`config.mk`:
```
export PLATFORM = sky130hd
export DESIGN_NAME = blur_frame_sequencer
export DESIGN_NICKNAME = d
export VERILOG_FILES = /design/src/rtl/blur_frame_sequencer.sv
export SDC_FILE = /design/constraint.sdc
export NUM_CORES = 1
export LEC_CHECK = 0
export CORE_UTILIZATION = 30
export DETAILED_ROUTE_END_ITERATION = 10
export PLACE_DENSITY = 0.48
export SETUP_SLACK_MARGIN = 0.1
export SYNTH_ARGS = -nofsm -noshare
export SYNTH_HDL_FRONTEND = slang
export SYNTH_SLANG_ARGS = --single-unit
```
`constraint.sdc`:
```
create_clock -name clk -period 2.7 [get_ports clk]
set_clock_uncertainty 0.15 [all_clocks]
set_input_delay 0.54 -clock clk [delete_from_list [all_inputs] [get_ports clk]]
set_output_delay 0.54 -clock clk [all_outputs]
set_load 0.01 [all_outputs]
```
`src/rtl/blur_frame_sequencer.sv`:
```
// Frame-level sequencer for the RGB444 blur filter: latches the kernel mode per frame,
// tracks pixel position, flags border pixels and re-times SOP/EOP to the filter output.
module blur_frame_sequencer #(
    parameter int IMG_W    = 320,
    parameter int IMG_H    = 240,
    parameter int PIPE_LAT = 4
) (
    input  logic       clk,
    input  logic       reset,
    input  logic [2:0] mode_req,
    input  logic       valid_in,
    input  logic       ready_in,
    input  logic       sop_in,
    input  logic       eop_in,
    output logic [2:0] mode_active,
    output logic [8:0] col,
    output logic [7:0] row,
    output logic       border_out,
    output logic       sop_out,
    output logic       eop_out,
    output logic       frame_err,
    output logic       busy
);
    localparam int         CW       = $clog2(PIPE_LAT + 1);
    localparam logic [8:0] COL_LAST = 9'(IMG_W - 1);
    localparam logic [7:0] ROW_LAST = 8'(IMG_H - 1);

    typedef enum logic [1:0] {IDLE, ACTIVE, DRAIN} state_t;

    state_t        state;
    logic [CW-1:0] drain_cnt;
    logic          overrun;
    logic          err_prev;
    logic [2:0]    dly [0:PIPE_LAT-2];

    logic       beat, sop_beat, eop_beat, in_active;
    logic       at_last, pos_last, border_pos, err_now;
    logic [2:0] mode_clamp, mode_nxt, ev, tap;
    logic [8:0] next_col, pos_col;
    logic [7:0] next_row, pos_row;

    assign beat       = valid_in & ready_in;
    assign sop_beat   = beat & sop_in;
    assign eop_beat   = beat & eop_in & ~sop_in;
    assign in_active  = (state == ACTIVE);
    assign mode_clamp = (mode_req > 3'd2) ? 3'd0 : mode_req;
    assign mode_nxt   = sop_beat ? mode_clamp : mode_active;

    // Row saturates on the last line so an overlong frame keeps wrapping columns only.
    assign at_last  = (col == COL_LAST) && (row == ROW_LAST);
    assign next_col = (col == COL_LAST) ? 9'd0 : col + 9'd1;
    assign next_row = (col != COL_LAST) ? row : ((row == ROW_LAST) ? row : row + 8'd1);
    assign pos_col  = sop_beat ? 9'd0 : next_col;
    assign pos_row  = sop_beat ? 8'd0 : next_row;
    assign pos_last = (pos_col == COL_LAST) && (pos_row == ROW_LAST);

    always_comb begin
        border_pos = 1'b0;
        case (mode_nxt)
            3'd1:    border_pos = (pos_row < 8'd2) || (pos_col < 9'd2);
            3'd2:    border_pos = (pos_row < 8'd4) || (pos_col < 9'd4);
            default: border_pos = 1'b0;
        endcase
    end

    assign ev = (sop_beat || (in_active && beat))
              ? {sop_beat, in_active & eop_beat, border_pos} : 3'b000;

    assign err_now = (beat & sop_in & eop_in)
                   | (in_active & sop_beat)
                   | (in_active & eop_beat & ~pos_last)
                   | (in_active & beat & ~sop_in & ~eop_in & (at_last | overrun));

    // Mode 0 bypasses the shift stages; the tap follows the mode the current beat belongs to.
    assign tap = (mode_nxt == 3'd0) ? ev : dly[PIPE_LAT-2];

    always_ff @(posedge clk) begin
        if (reset) begin
            state       <= IDLE;
            mode_active <= 3'd0;
            col         <= 9'd0;
            row         <= 8'd0;
            drain_cnt   <= '0;
            overrun     <= 1'b0;
            err_prev    <= 1'b0;
            frame_err   <= 1'b0;
            busy        <= 1'b0;
            sop_out     <= 1'b0;
            eop_out     <= 1'b0;
            border_out  <= 1'b0;
            for (int i = 0; i < PIPE_LAT - 1; i++) dly[i] <= 3'b000;
        end else begin
            err_prev  <= err_now;
            frame_err <= err_now & ~err_prev;

            dly[0] <= ev;
            for (int i = 1; i < PIPE_LAT - 1; i++) dly[i] <= dly[i-1];
            {sop_out, eop_out, border_out} <= tap;

            if (sop_beat) begin
                state       <= ACTIVE;
                busy        <= 1'b1;
                mode_active <= mode_clamp;
                col         <= 9'd0;
                row         <= 8'd0;
                overrun     <= 1'b0;
            end else begin
                case (state)
                    ACTIVE: begin
                        if (beat) begin
                            col <= next_col;
                            row <= next_row;
                            if (at_last) overrun <= 1'b1;
                        end
                        if (eop_beat) begin
                            state     <= DRAIN;
                            drain_cnt <= (mode_active == 3'd0) ? '0 : CW'(PIPE_LAT - 1);
                        end
                    end
                    DRAIN: begin
                        if (drain_cnt == '0) begin
                            state <= IDLE;
                            busy  <= 1'b0;
                        end else begin
                            drain_cnt <= drain_cnt - 1'b1;
                        end
                    end
                    default: state <= IDLE;
                endcase
            end
        end
    end
endmodule

```
==> metrics <==
global-route wire length before repair=9460 um; fmax=422 MHz; DR WL/cell=14.2 um; PwrDens=386 nW/um^2; CTS H-Tree Depth=2; die span in x=88.5 um; CTS tree=built; placed insts=394; Slew @ Worst Pin=0.505 ns; drt drc=0; status=finished clean; CTS buffer count=5; WP data arrival=2.46 ns; Vias/cell=4.99; flop-to-flop setup slack=0.33 ns; clock tree buffer depth=2; Cell Rows=31; CP max stage cell=or4_4; register area share after synthesis=0.366; Netlist cell types=53; final hold violation count=0; buffers and inverters on the worst path=0; hold crit path type=flip-flop to flip-flop; Max VDD drop=0.159 mV; final wirelength=5710 um; die height=88.5 um; RSZ-0062 raised after global routing=no; Initial DRC Count=106; antenna violations before repair=0; # Max-Cap Violations=0; Synthesized Nets=280; clock sinks=41; DR vias=2006; hold-fix buffers at CTS=0; fillers=755; Port Buf Inserts=33; share of cells above drive strength 1=0.116; critical-path cell list=ha_1, nand4_2, nor3_2, mux2_4, or4_4, nor3_2, o21a_1; Die Area=7830 sq um; Slew Viols, Final=0; starting density of the core=0.309; post-route antenna net violation count=0; LEAKAGE=0.973 nW; Post-Syn Instances=267; Layout Cells excl Fill=402; Ys Warns=0; CP required=2.79 ns; worst-path fanout max=6; worst setup path category=flip-flop to flip-flop; placed wire-length estimate=4120 um; Ant. Diodes=0; nets=315; Avg Inst Size Synth=8.40 sq um; io pins=34; DRT Pass-1 Iters=4; largest net degree at the start of global routing=21; later-pin clock latency in the skew report=0.30 ns; Final GP Congestion=0.773; Setup Viol. Count Final=0; total grt overflow=0; Setup TNS=0 ns; Root Driver=clkbuf_8; core area=7250 sq um; synthesized flop and latch total=41; GRT Resource Usage Total=0.160; Area Growth Syn to Fin=24.5%; vias in the first global route=1856; Tcrit/Tclk final=0.878; Critical Path Sink Type=flip-flop; Relative slew margins=0.654; Post-CTS Setup Repair Bufs=0; CP peak stage delay=0.52 ns; post-layout min period=2.37 ns; CP top delay family=simple AND/OR/NAND/NOR gates; Startpoint Class=flip-flop; Worst-path clk slew=0.08 ns; crit-path most repeated cell=nor3_2; Post-CTS Resized=0; post-synth design cell area=2240 sq um
## metal layers
metal,vias to the layer above,wire (um),track usage
li1,1018,-,-
met1,943,2800,0.216
met2,37,2580,0.249
met3,8,226,0.0364
met4,0,99,0.0616
met5,-,0,0
## per-stage QoR
stage / instance area, sq um / power (mW) / hold slack [ns] / setup slack (ns) / utilization
3_3_place_gp: 2710 / 0.690 / 0.265 / 0.162 / 0.374
2_1_floorplan: 2240 / 0.655 / 0.264 / 0.384 / -
5_1_grt: 2790 / 1.12 / 0.303 / 0.150 / 0.385
4_1_cts: 2790 / 1.09 / 0.295 / 0.303 / 0.385
3_5_place_dp: 2710 / 0.690 / 0.276 / 0.0370 / 0.374
6_report: 2790 / 1.08 / 0.292 / 0.329 / 0.385
## worst register-to-register path: stages (launching register included)
cell,delay (ns)
dfxtp_1,0.35
ha_1,0.27
nand4_2,0.22
nor3_2,0.24
mux2_4,0.34
or4_4,0.52
nor3_2,0.11
o21a_1,0.12
## power by group
group | leakage, nW | switching (mW) | internal, mW
sequential | 0.331 | 0.00297 | 0.609
combinational | 0.597 | 0.0344 | 0.0287
clock | 0.0450 | 0.225 | 0.180
## Yosys cell counts (all sizes together)
cell type	n	area [sq um]
nand2	18	67.6
o2111ai	1	8.76
inv	7	26.3
nor2b	9	56.3
and3	6	37.5
buf	11	63.8
and3b	1	8.76
a32oi	1	8.76
nor4b	2	17.5
ha	4	50.1
o41ai	3	33.8
a311oi	1	8.76
nand4bb	1	27.5
a211o	1	8.76
mux2	2	26.3
and2	1	6.26
or3	2	12.5
xnor2	8	70.1
o21ai	9	45.0
nand4b	3	26.3
o211a	1	10.0
mux2i	4	40.0
or4	1	11.3
nand2b	6	37.5
nor3b	4	35.0
nor4	7	56.3
a21boi	1	7.51
a21oi	17	85.1
o22ai	1	6.26
o31ai	3	22.5
a31oi	5	31.3
a211oi	1	7.51
o211ai	2	15.0
xor2	9	78.8
nor2	29	109
dfxtp	41	821
o21a	1	7.51
a22o	2	17.5
nand4	4	31.3
clkbuf	9	35.0
nand3	14	75.1
nand3b	3	22.5
nor3	11	70.1
## cell type report
cell class	count	area, sq um	area share
multi-input cells	199	1300	0.464
flip-flops and latches	41	821	0.294
repair buffers	48	443	0.159
well taps	99	124	0.0443
clock buffers	6	72.6	0.0260
inverters	7	26.3	0.00940
clock inverters	2	10.0	0.00358
## cells by family (layout without fill, tap and decap cells)
group	Yosys count	after routing	share of synthesized area
xor+xnor	17	17	0.0664
mux	6	6	0.0296
flops	41	41	0.366
compound gates	50	50	0.144
buf+inv	27	63	0.0558
simple gates	122	122	0.316
fa+ha+maj	4	4	0.0223
## state kept, by name, indices dropped and copies added, names as in the netlist
signal and flops:
col 9, dly 9, row 8, drain_cnt 3, mode_active 3, state 2, border_out 1, busy 1
eop_out 1, err_prev 1, frame_err 1, overrun 1, sop_out 1
## path summary, 6_finish.rpt
kind,cells after the start,endpoint,from
setup / recovery,7,dly[0][0]$_SDFF_PP0_,col[0]$_SDFFE_PP0P_
hold / removal,1,dly[0][6]$_SDFF_PP0_,dly[0][3]$_SDFF_PP0_
setup reg to reg,7,dly[0][0]$_SDFF_PP0_,col[0]$_SDFFE_PP0P_
hold reg to reg,1,dly[0][6]$_SDFF_PP0_,dly[0][3]$_SDFF_PP0_
## cell usage in the layout (no fill, tap or decap), types with 5 or more instances in the layout
cell type	count
nand2b_1	6
dfxtp_1	41
a21oi_1	17
xnor2_1	8
nor4_1	5
nor2_1	29
nor2b_1	9
xor2_1	9
nand2_1	18
and3_1	6
a31oi_1	5
clkbuf_8	5
buf_4	15
clkdlybuf4s50_1	33
nor3_1	8
nand3_1	13
o21ai_0	9
inv_1	7
Power figures use the tool's default switching activity.
